==> src/rtl/nmos_tr_counter_pkg.sv <==
// Shared limits for the two-phase toggle-register counter.
package nmos_tr_counter_pkg;

    localparam int unsigned MinWidth = 2;
    localparam int unsigned MaxWidth = 16;

endpackage

==> src/rtl/nmos_tr_counter_if.sv <==
// Phase enables, count/load controls and counter outputs grouped as one bus.
interface nmos_tr_counter_if #(
    parameter int unsigned WIDTH = 9
);

    logic             C1;
    logic             C2;
    logic             EN;
    logic             LD;
    logic [WIDTH-1:0] D;
    logic [WIDTH-1:0] Q;
    logic             TC;
    logic             CO;

    modport master (
        output C1, C2, EN, LD, D,
        input  Q, TC, CO
    );

    modport slave (
        input  C1, C2, EN, LD, D,
        output Q, TC, CO
    );

endinterface

==> src/rtl/nmos_trl_cell.sv <==
// One toggle-register bit: PHI2 evaluates the master, PHI1 copies it to the slave.
module nmos_trl_cell (
    input  logic CLK,
    input  logic R,
    input  logic C1,
    input  logic C2,
    input  logic T,
    input  logic L,
    input  logic D,
    output logic Q
);

    logic m;
    logic s;

    // Both phases sample pre-edge values, so an overlapped edge hands the old master to the slave.
    always_ff @(posedge CLK) begin
        if (C2) begin
            if (R) begin
                m <= 1'b0;
            end else if (L) begin
                m <= D;
            end else begin
                m <= s ^ T;
            end
        end
        if (C1) begin
            s <= m;
        end
    end

    assign Q = s;

endmodule

==> src/rtl/nmos_tr_counter.sv <==
// N-bit two-phase binary counter with AND carry chain, parallel load and terminal-count clear.
module nmos_tr_counter
    import nmos_tr_counter_pkg::*;
#(
    parameter int unsigned WIDTH     = 9,
    parameter int unsigned TC_VAL    = 227,
    parameter bit          CLR_ON_TC = 1'b1
) (
    input logic               CLK,
    input logic               R,
    nmos_tr_counter_if.slave  bus
);

    if (WIDTH < MinWidth || WIDTH > MaxWidth) begin : g_bad_width
        $error("nmos_tr_counter: WIDTH out of range");
    end
    if (TC_VAL >= (32'd1 << WIDTH)) begin : g_bad_tc
        $error("nmos_tr_counter: TC_VAL does not fit in WIDTH bits");
    end

    localparam logic [WIDTH-1:0] TcVal = TC_VAL[WIDTH-1:0];

    logic [WIDTH-1:0] q;
    logic [WIDTH-1:0] t;
    logic [WIDTH-1:0] cell_d;
    logic             tc_hit;
    logic             tc_clr;
    logic             load;

    assign t[0] = bus.EN;
    for (genvar i = 1; i < WIDTH; i++) begin : g_carry
        assign t[i] = bus.EN & (&q[i-1:0]);
    end

    assign tc_hit = (q == TcVal);
    // The terminal-count clear reuses the load path with an all-zero load value.
    assign tc_clr = CLR_ON_TC & bus.EN & tc_hit;
    assign load   = bus.LD | tc_clr;
    assign cell_d = bus.LD ? bus.D : '0;

    for (genvar i = 0; i < WIDTH; i++) begin : g_cell
        nmos_trl_cell u_cell (
            .CLK (CLK),
            .R   (R),
            .C1  (bus.C1),
            .C2  (bus.C2),
            .T   (t[i]),
            .L   (load),
            .D   (cell_d[i]),
            .Q   (q[i])
        );
    end

    assign bus.Q  = q;
    assign bus.TC = tc_hit;
    assign bus.CO = bus.EN & (&q);

endmodule

==> src/flat_wrapper.sv <==
// flat-port wrapper written by rule: the top's interface ports become plain ports
module nmos_tr_counter_flat import nmos_tr_counter_pkg::*;
#(
    parameter int unsigned WIDTH     = 9,
    parameter int unsigned TC_VAL    = 227,
    parameter bit          CLR_ON_TC = 1'b1
)
  (CLK, R, bus_C1, bus_C2, bus_EN, bus_LD, bus_D, bus_Q, bus_TC, bus_CO);
  nmos_tr_counter_if #(.WIDTH(WIDTH)) bus_i ();
  input logic CLK;
  input logic R;
  input wire logic [$bits(bus_i.C1)-1:0] bus_C1;
  input wire logic [$bits(bus_i.C2)-1:0] bus_C2;
  input wire logic [$bits(bus_i.EN)-1:0] bus_EN;
  input wire logic [$bits(bus_i.LD)-1:0] bus_LD;
  input wire logic [$bits(bus_i.D)-1:0] bus_D;
  output wire logic [$bits(bus_i.Q)-1:0] bus_Q;
  output wire logic [$bits(bus_i.TC)-1:0] bus_TC;
  output wire logic [$bits(bus_i.CO)-1:0] bus_CO;
  assign bus_i.C1 = bus_C1;
  assign bus_i.C2 = bus_C2;
  assign bus_i.EN = bus_EN;
  assign bus_i.LD = bus_LD;
  assign bus_i.D = bus_D;
  assign bus_Q = bus_i.Q;
  assign bus_TC = bus_i.TC;
  assign bus_CO = bus_i.CO;
  nmos_tr_counter #(.WIDTH(WIDTH), .TC_VAL(TC_VAL), .CLR_ON_TC(CLR_ON_TC)) u_core (.CLK(CLK), .R(R), .bus(bus_i));
endmodule
==> config.mk <==
export PLATFORM = sky130hd
export DESIGN_NAME = nmos_tr_counter_flat
export DESIGN_NICKNAME = d
export VERILOG_FILES = /design/src/rtl/nmos_tr_counter_pkg.sv /design/src/rtl/nmos_tr_counter_if.sv /design/src/rtl/nmos_trl_cell.sv /design/src/rtl/nmos_tr_counter.sv /design/src/flat_wrapper.sv
export SDC_FILE = /design/constraint.sdc
export NUM_CORES = 1
export LEC_CHECK = 0
export BUFFER_PORTS_ARGS = -buffer_cell sky130_fd_sc_hd__buf_4
export CAP_MARGIN = 15
export CORE_MARGIN = 2
export CORE_UTILIZATION = 35
export DETAILED_ROUTE_END_ITERATION = 12
export GPL_TIMING_DRIVEN = 0
export PLACE_DENSITY_LB_ADDON = 0.3
export SYNTH_ARGS = -nofsm -noshare
export SYNTH_HDL_FRONTEND = slang
export SYNTH_SLANG_ARGS = --single-unit
export TNS_END_PERCENT = 20
==> constraint.sdc <==
create_clock -name CLK -period 1.6 [get_ports CLK]
set_input_delay 0 -clock CLK [delete_from_list [all_inputs] [get_ports CLK]]
set_output_delay 0 -clock CLK [all_outputs]
set_load 0.02 [all_outputs]
# Word-level counts from Yosys, hierarchy flattened

Index checks and enable logic that the tools add are counted.

Logic and storage cells: 57
Input port bits: 15
Register bits after elaboration: 18
Output and inout port bits: 11

Bitwise gates (word level): 20
Equal/unequal tests: 1
Reduce and logical (&&, ||, !) cells: 8
Mux-type cells: 10

Operators with widths:

| kind                                                 | count |
|---|---|
| AND 1 bit                                            | 10 |
| equality test 9 x 8 -> 1 bit (second input constant) | 1 |
| two-way mux 1 bit                                    | 9 |
| two-way mux 9 bit                                    | 1 |
| AND reduction 9 bit                                  | 1 |
| XOR 1 bit                                            | 9 |
| AND reduction 8 bit                                  | 1 |
| AND reduction 7 bit                                  | 1 |
| AND reduction 6 bit                                  | 1 |
| AND reduction 5 bit                                  | 1 |
| AND reduction 4 bit                                  | 1 |
| AND reduction 3 bit                                  | 1 |
| AND reduction 2 bit                                  | 1 |
| bitwise OR 1 bit                                     | 1 |

# Logic depth before layout (Yosys ltp)

Gate-level depths: netlist (run 1).

Depth after elaboration: 4
Mapped depth: 4
Depth with buffers taken out: 4

# By module

Synthesis (run 1) repeated with hierarchy kept, for this count alone.

Cells, all modules: 83
Area, all modules: 1013.5 µm²

By module, submodules not included:

| module          | cells each | sequential area each (µm²) | area an instance (µm²) | times used |
|---|---|---|---|---|
| nmos_trl_cell   | 6          | 60.1                       | 91.3                   | 9 |
| nmos_tr_counter | 29         | 0.0                        | 191.4                  | 1 |

# Worst setup path after synthesis (run 1)

OpenSTA, ideal clock, no wires.

Kind: reg-to-reg
From: register u_core.g_cell[2].u_cell.s
To: register u_core.g_cell[0].u_cell.m (data pin)
Stages on the path, launching flop included: 5
Period minus slack after synthesis: 1456 ps
Arrival time: 1190 ps
Setup time: 265 ps
Path slack: 144 ps
Buffers on the path: 0
Cell sequence: edfxtp_1 -> nor3_1 -> a31oi_4 -> a22oi_1 -> nor2_1

Word-level cells in the longest chain between the ends: 4

Ends and longest elaborated chain:

| what                         | line                  | RTL |
|---|---|---|
| start: declaration           | nmos_trl_cell.sv:14   | `logic s;` |
| start signal: assignment     | nmos_trl_cell.sv:28   | `s <= m;` |
| equality test 9 x 8 -> 1 bit | nmos_tr_counter.sv:35 | `assign tc_hit = (q == TcVal);` |
| AND 1 bit                    | nmos_tr_counter.sv:37 | `assign tc_clr = CLR_ON_TC & bus.EN & tc_hit;` |
| bitwise OR 1 bit             | nmos_tr_counter.sv:38 | `assign load = bus.LD \| tc_clr;` |
| two-way mux 1 bit            | nmos_trl_cell.sv:21   | `end else if (L) begin` |
| end signal: assignment       | nmos_trl_cell.sv:24   | `m <= s ^ T;` |
| end: declaration             | nmos_trl_cell.sv:13   | `logic m;` |

No other way between the ends.
A chain may end at the register's enable or synchronous reset.

# Worst setup path in the final report (run 1)

Ends and elaborated chain as after synthesis.

==> results of run 1 <==
[per-layer routing]
| layer | part of all wire (%) | vias to the layer above | GRT usage [%] |
|---|---|---|---|
| met5 | 0 | - | 0 |
| met4 | 1.0 | 0 | 7.14 |
| met3 | 5.4 | 2 | 1.16 |
| met2 | 46 | 21 | 17.7 |
| met1 | 47 | 317 | 16.1 |
| li1 | - | 335 | - |
[worst max-delay path, cell delays in order (launching register included)]
cell	delay [ns]
edfxtp_1	0.53
nor3_4	0.27
a31oi_4	0.20
a22oi_1	0.23
nor2_1	0.06
[registers in the layout (all words and copies together), names as in the netlist]
signal	count
u_core.g_cell.u_cell.m	9
u_core.g_cell.u_cell.Q	9
[worst min-delay path by stage]
stage                     startpoint                        end  slack (ns)  cells past startpoint
after global routing          bus_C1  u_core.g_cell[6].u_cell.Q       0.005                      1
after floorplan               bus_C1  u_core.g_cell[0].u_cell.Q        0.11                      0
final                         bus_C1  u_core.g_cell[7].u_cell.Q       0.009                      1
after detailed placement      bus_C2  u_core.g_cell[4].u_cell.m        0.30                      1
after global placement        bus_C2  u_core.g_cell[8].u_cell.m        0.30                      1
after CTS                     bus_C2  u_core.g_cell[4].u_cell.m       0.002                      1
[area by class of cell]
cell class | count | area share [%]
repair buffers | 24 | 15.4
inverters | 2 | 0.620
flip-flops and latches | 18 | 44.6
multi-input cells | 46 | 28.1
plain buffers | 11 | 6.30
clock buffers | 3 | 1.86
well taps | 30 | 3.10
[report_power, final]
part | internal, mW | switching [mW] | total (mW)
registers | 0.556 | 0.0269 | 0.583
logic | 0.0862 | 0.0831 | 0.169
clock network | 0.0873 | 0.127 | 0.215
total | 0.730 | 0.237 | 0.967
[stage by stage]
| step | power (mW) | setup TNS, ns | area, um2 | cells |
|---|---|---|---|---|
| floorplan | 0.680 | 0 | 943 | 77 |
| global placement | 0.749 | -0.104 | 1150 | 130 |
| detailed placement | 0.754 | -0.148 | 1150 | 130 |
| CTS | 0.964 | 0 | 1180 | 133 |
| global route | 1.01 | -0.0933 | 1210 | 134 |
| finish | 0.967 | 0 | 1210 | 134 |
[cells by family after synthesis]
logic type / count (synthesis) / synth area share, %
buf+inv: 13 / 8.88
xor+xnor: 6 / 5.57
flops: 18 / 57.3
simple gates: 25 / 15.0
fa+ha+maj: 1 / 1.33
compound gates: 14 / 11.9
[placed cells by master (no fill, tap or decap)]
master / synthesis / routed
ha_1: 1 / 1
a22oi_2: 0 / 2
xor2_1: 1 / 1
nor2_1: 4 / 4
nor3_1: 5 / 4
clkbuf_4: 0 / 3
a21oi_1: 2 / 2
and2_1: 1 / 1
edfxtp_1: 18 / 18
and4_1: 2 / 2
buf_4: 9 / 31
nor3_4: 0 / 1
a31oi_4: 1 / 1
o22ai_1: 3 / 3
a22oi_1: 4 / 2
dlygate4sd3_1: 0 / 1
o21a_1: 2 / 2
nor3_2: 1 / 1
nand4_1: 2 / 2
xnor2_1: 5 / 5
o21ai_2: 2 / 2
and3b_2: 1 / 1
inv_1: 2 / 2
buf_6: 0 / 1
clkbuf_2: 1 / 1
buf_1: 1 / 1
nand2_1: 7 / 7
nand2b_2: 1 / 1
nand3_2: 1 / 1
[repair_timing]
item	CTS	global route
resized for setup	1	4
hold endpoints to repair	0	4
setup buffers	0	0
hold buffers	0	1
setup endpoints to repair	4	6
pin swaps	0	5
==> impl_results.md, run 1 <==
- Final setup viols: 0
- Area growth from synthesis to layout: 28.4%
- Rel. slew slack: 74.4%
- Die width: 55.9 um
- Tcrit/Tclk final: 95.9%
- Cell Area, Synth: 943 um2
- Antenna Nets Post-Route: 0
- Power per Cell Area: 799 nW/um2
- Clk sinks: 18
- Most frequent cell after synthesis: edfxtp_1
- Synth top cells by count: edfxtp_1, buf_4, nand2_1
- Crit path time final: 1.53 ns
- RSZ-0062 raised after global routing: yes
- Count of cell types in the netlist: 24
- # fillers: 254
- R2R cell count: 4
- DP HPWL: 1380 um
- Sequential cell area: 541 um2
- Max Clock Freq: 652 MHz
- Clk pin slew, worst setup/hold paths: 0.10 ns
- GRT overflow: 0
- Vias in the first global route: 584
- Syn_area_per_cell: 12.3 um2
- Tightest Pin Transition: 0.383 ns
- Post-synthesis sequential area ratio: 57.3%
- Multi-input gate area: 340 um2
- First-pass GRT wire length: 2770 um
- Final WL: 1880 um
- CTS buffer count: 3
- GPL Wtd Cong: 0.672
- CTS max path bufs: 2
- Reg2reg setup slack: 0.07 ns
- Reg-to-Reg End: u_core.g_cell[0].u_cell.m
- Vias/cell: 5.04
- CP Class: reg -> reg
- DR DRC count: 0
- Crit path required time: 1.63 ns
- Status: finished clean
- Final nets: 122
- Antenna violations before repair: 0
- Crit Path Max Fanout: 7
- Asr flop ratio synth: 0%
- Max-slew violations: 0
- Syn Nets: 93
- Worst Setup SP: u_core.g_cell[2].u_cell.Q
- DR vias: 675
- CP Capture Point: u_core.g_cell[0].u_cell.m
- Final Skew: 0.00289 ns
- Largest net degree at the start of global routing: 11
- Row count: 18
- Proportion of layout cells with a drive suffix above 1: 44.2%
- Peak VDD IR: 0.523 mV
- Crit path capture type: flop
- Hold_ws: 0.00945 ns
- CTS root buffer: clkbuf_4
- Final Hold Fails: 0
- Die ar.: 3130 um2
- Critical R2R Launch: u_core.g_cell[2].u_cell.Q
- Synthesized instance count: 77
- Pre-CTS WS: -0.0658 ns
- Tot GR Track Use: 11.7%
- Core area: 2520 um2
- Synth top area share: 57.3%
- Setup WS post-layout: 0.0654 ns
- Leakage: 0.471 nW
- Routed WL per cell: 14.0 um
- CTS tree: yes
- ANT cells: 0
- I/O pin cnt: 26
- PortBufs: 23
- Number of flops mapped to enable cells by yosys: 18
- CTS HTree Levels: 1
- DR iter-0 viols: 12
- Most used DFF post-synth: edfxtp_1
- Ys Warns: 0
- DRT Pass-1 Iters: 4
- Clock latency on the worst-skew pair: 0.28 ns
- Worst hold path class: in -> reg
- Yosys top cell by area: edfxtp_1
- DIE HEIGHT: 55.9 um
- Synth area leaders: edfxtp_1, buf_4, xnor2_1
- Register bit total from synthesis: 18
- CP Data Arrival Time: 1.57 ns
- Startpoint Class: flop
- Initial Utilization: 37.4%
- Util after Layout: 48.0%
- Maxcap violations: 0
Note: power is estimated with default switching activity, not from simulation.
==> run 2, diff against run 1 <==
Settings changed: CORE_UTILIZATION 35 to 50.
==> run 2 against run 1 <==
Net effect: the run now ends with hold timing left; utilization increased by 23 points; via count increased by 2.4%; worst hold slack got worse by 0.014 ns; flip-flop and latch count unchanged; combinational power increased by 7%; fmax increased by 2.3%; critical endpoint is now bus_CO; largest cell class unchanged; largest power group unchanged.
==> impl_results.md, run 2 (synthesized netlist as in run 1, its figures left out) <==
- Status: finished, violations left
- Violated checks: hold timing
- Max-slew violations: 0
- Vias/cell: 5.12
- Hold_ws: -0.00476 ns
- Clk sinks: 18
- Sw Share: 24.6%
- Worst path top cell family by delay: simple AND/OR/NAND/NOR gates
- Proportion of layout cells with a drive suffix above 1: 45.5%
- Final setup viols: 0
- CP Capture Point: bus_CO
- Clk pin slew, worst setup/hold paths: 0.10 ns
- GPL Wtd Cong: 0.759
- Placed Cells: 125
- Die ar.: 2250 um2
- Fin cells: 135
- Max stage delay on crit path: 0.45 ns
- Switching pwr: 0.241 mW
- Rel. slew slack: 75.1%
- Tcrit/Tclk final: 93.7%
- CP Class: reg -> out
- DR iter-0 viols: 16
- Total power: 0.980 mW
- Reg2reg setup slack: 0.10 ns
- Area growth from synthesis to layout: 31.0%
- Antenna violations before repair: 0
- Util after Layout: 70.8%
- Final Cell Area: 1240 um2
- Power per Cell Area: 793 nW/um2
- CTS tree: yes
- Worst Setup SP: u_core.g_cell[1].u_cell.Q
- Tightest Pin Transition: 0.373 ns
- Final WL: 1800 um
- Vias in the first global route: 603
- Crit Path Max Fanout: 8
- Crit path required time: 1.60 ns
- Die width: 47.4 um
- Worst hold path class: in -> reg
- DR DRC count: 0
- GRT overflow: 0
- Crit path time final: 1.50 ns
- Clock power share: 22.3%
- R2R cell count: 4
- Row count: 15
- Comb power frac: 18.4%
- Antenna Nets Post-Route: 0
- First-pass GRT wire length: 2680 um
- CP Data Arrival Time: 1.50 ns
- Leakage: 0.499 nW
- DP Area: 1150 um2
- Peak VDD IR: 0.703 mV
- Pre-CTS WS: -0.0155 ns
- Most frequent cells in the layout: buf_4, edfxtp_1, nand2_1, xnor2_1
- Crit path capture type: primary output
- Reg-to-Reg End: u_core.g_cell[8].u_cell.m
- I/O pin cnt: 26
- P_int: 0.739 mW
- Critical R2R Launch: u_core.g_cell[1].u_cell.Q
- DP HPWL: 1340 um
- CTS HTree Levels: 1
- Setup TNS: 0 ns
- Core area: 1750 um2
- Routed WL per cell: 13.4 um
- WP depth: 4
- DR vias: 691
- Initial Utilization: 54.1%
- DRT Pass-1 Iters: 4
- Critical-path top delay cell: edfxtp_1
- Startpoint Class: flop
- CTS root buffer: clkbuf_4
- Buf+Inv Stages, Crit Path: 1
- Max Clock Freq: 667 MHz
- Tot GR Track Use: 17.9%
- Seq pwr share: 59.3%
- PortBufs: 23
- Final Hold Fails: 5
- Final nets: 128
- Clock latency on the worst-skew pair: 0.29 ns
- Maxcap violations: 0
- CTS max path bufs: 2
- Largest net degree at the start of global routing: 11
- CTS buffer count: 3
- Final Skew: 0.00620 ns
- Critical-path cell list: nand3_2 > nor3_2 > and2_1 > buf_4
- Most common cell after layout, fill and taps aside: buf_4
- DIE HEIGHT: 47.4 um
- Setup WS post-layout: 0.100 ns
- ANT cells: 0
[run 2: changes by cell type in the layout (fill, tap and decap cells not counted)]
cell     previous run  this run
buf_4              31        38
buf_6               1         0
a22oi_1             2         4
a22oi_2             2         0
[run 2: what timing repair did]
item	in CTS	in global routing
pin swaps	0	2
hold endpoints to repair	9	0
buffers inserted	0	6
setup endpoints to repair	5	7
hold buffers	1	0
gates resized for setup	1	1
[run 2: how the worst min path moves through the flow]
stage,from,to,cells after the start
after global placement,bus_C1,u_core.g_cell[1].u_cell.Q,1
after detailed placement,bus_C1,u_core.g_cell[7].u_cell.Q,1
after global routing,bus_C2,u_core.g_cell[8].u_cell.m,1
after CTS,bus_C2,u_core.g_cell[3].u_cell.m,1
after floorplan,bus_C1,u_core.g_cell[0].u_cell.Q,0
final,bus_C2,u_core.g_cell[2].u_cell.m,1
[run 2: power by group through the flow]
stage	sequential, mW	combinational (mW)	clock (mW)
detailed placement	0.590	0.162	0
floorplan	0.584	0.0952	0
CTS	0.580	0.165	0.215
global placement	0.588	0.157	0
global route	0.585	0.197	0.235
finish	0.581	0.180	0.219
[run 2: worst register-to-register path, cell delays in order (launching register included)]
cell	delay (ns)
edfxtp_1	0.45
nand3_2	0.21
nor3_2	0.26
xnor2_1	0.18
o22ai_1	0.13
[run 2: layer usage]
| layer | vias up | track usage [%] | routed length (um) |
|---|---|---|---|
| li1 | 347 | - | - |
| met1 | 313 | 25.4 | 772 |
| met2 | 24 | 26.2 | 880 |
| met3 | 7 | 2.64 | 108 |
| met4 | 0 | 10.6 | 42 |
| met5 | - | 0 | 0 |
[run 2: area by class of cell]
class,count,area (um2)
plain buffers,11,76.3
flip-flops and latches,18,541
repair buffers,30,228
well taps,25,31.3
clock buffers,3,22.5
fillers,135,509
multi-input cells,46,330
inverters,2,7.51
==> run 3, diff against run 2 <==
Settings changed: BUFFER_PORTS_ARGS -buffer_cell sky130_fd_sc_hd__buf_4 to unset, CORE_UTILIZATION 50 to 60, DONT_BUFFER_PORTS set to 1.
==> run 3 against run 2 <==
Net effect: clock-buffer cell count unchanged; sequential power about the same; the flow now finishes without violations; sequential share of layout area up 5.5 points; register-to-register slack worse by 0.03 ns; critical path type is now reg -> reg; non-clock buffer count down 21; final area down 11%; first-iteration DRC count up 94%.
==> impl_results.md, run 3 (synthesized netlist as in run 1, its figures left out) <==
- Initial Utilization: 63.4%
- Antenna violations before repair: 0
- Routed WL per cell: 15.8 um
- # fillers: 103
- CTS root buffer: clkbuf_4
- Peak VDD IR: 0.569 mV
- Power per Cell Area: 856 nW/um2
- CTS max path bufs: 2
- Pre-CTS WS: -0.0863 ns
- Final nets: 107
- Clk pin slew, worst setup/hold paths: 0.10 ns
- Final Skew: 0.00478 ns
- Setup TNS: 0 ns
- Final Hold Fails: 0
- DP HPWL: 1230 um
- DR iter-0 viols: 31
- DRT Pass-1 Iters: 4
- RSZ-0062 raised after global routing: no
- Proportion of layout cells with a drive suffix above 1: 25.6%
- Core area: 1490 um2
- Tcrit/Tclk final: 95.8%
- I/O pin cnt: 26
- Sequential cell area: 541 um2
- Crit Path Max Fanout: 7
- Clk sinks: 18
- Placed Cells: 93
- Area growth from synthesis to layout: 16.3%
- Max Clock Freq: 652 MHz
- Clock latency on the worst-skew pair: 0.28 ns
- Status: finished clean
- CTS HTree Levels: 1
- CTS tree: yes
- DR DRC count: 0
- Multi-input gate area: 337 um2
- Vias in the first global route: 596
- Setup WS post-layout: 0.0671 ns
- Startpoint Class: flop
- Row count: 14
- Max-slew violations: 0
- Hold_ws: 0.0184 ns
- Crit path required time: 1.64 ns
- Most frequent cells in the layout: edfxtp_1, buf_4, dlygate4sd3_1, nand2_1, xnor2_1
- Final setup viols: 0
- First-pass GRT wire length: 2570 um
- Fin cells: 106
- GRT overflow: 0
- Tot GR Track Use: 19.5%
- Die ar.: 1910 um2
- Maxcap violations: 0
- PortBufs: 0
- Vias/cell: 5.84
- Worst hold path class: in -> reg
- DIE HEIGHT: 43.7 um
- Tightest Pin Transition: 0.400 ns
- CTS buffer count: 3
- Crit path capture type: flop
- Largest net degree at the start of global routing: 11
- Crit path time final: 1.53 ns
- ANT cells: 0
- CP Class: reg -> reg
- Leakage: 0.393 nW
- GPL Wtd Cong: 0.766
- Most common cell after layout, fill and taps aside: edfxtp_1
- Rel. slew slack: 73.2%
- Final WL: 1680 um
- CP Data Arrival Time: 1.57 ns
- Die width: 43.7 um
- DR vias: 619
- Antenna Nets Post-Route: 0
[run 3: what timing repair did]
action                     in CTS  in global routing
hold endpoints to repair       24                  1
setup endpoints to repair       4                  5
gates resized for setup         1                  3
hold buffers                    8                  1
buffers inserted                0                  0
pin swaps                       0                  1
[run 3: worst max-delay path, stage by stage, from the launching register on]
cell	delay, ns
edfxtp_1	0.52
nor3_4	0.27
a31oi_4	0.19
a22oi_1	0.24
nor2_1	0.06
[run 3: routing by layer]
metal  part of all wire [%]  track usage (%)  vias to the layer above
met3                    6.8             2.08                        2
li1                       -                -                      304
met4                   0.48             9.09                        0
met2                     50             31.8                       28
met1                     42             26.3                      285
met5                      0                0                        -
[run 3: layout make-up]
type                    count  share of cell area, %
clock buffers               3                   2.05
multi-input cells          46                   30.7
plain buffers              11                   6.96
repair buffers              9                   8.21
well taps                  16                   1.82
clock inverters             1                  0.342
flip-flops and latches     18                   49.3
inverters                   2                  0.684
[run 3: worst paths after layout]
path / start / endpoint / slack [ns] / cells after the start
worst min register to register: u_core.g_cell[3].u_cell.m / u_core.g_cell[3].u_cell.Q / 0.43 / 0
worst min-delay path: bus_D[8] / u_core.g_cell[8].u_cell.m / 0.02 / 2
worst max register to register: u_core.g_cell[2].u_cell.Q / u_core.g_cell[3].u_cell.m / 0.07 / 4
worst max-delay path: u_core.g_cell[2].u_cell.Q / u_core.g_cell[3].u_cell.m / 0.07 / 4
[run 3: where the power goes]
part	switching (mW)	total, mW	internal [mW]
clock	0.127	0.217	0.0904
sequential	0.0262	0.583	0.556
combinational	0.0754	0.140	0.0642
[run 3: per-stage QoR]
step	power, mW	area [um2]	util (%)
detailed placement	0.703	963	64.7
CTS	0.934	1070	72.2
finish	0.940	1100	73.7
global route	0.977	1100	73.7
floorplan	0.680	943	-
global placement	0.697	963	64.7
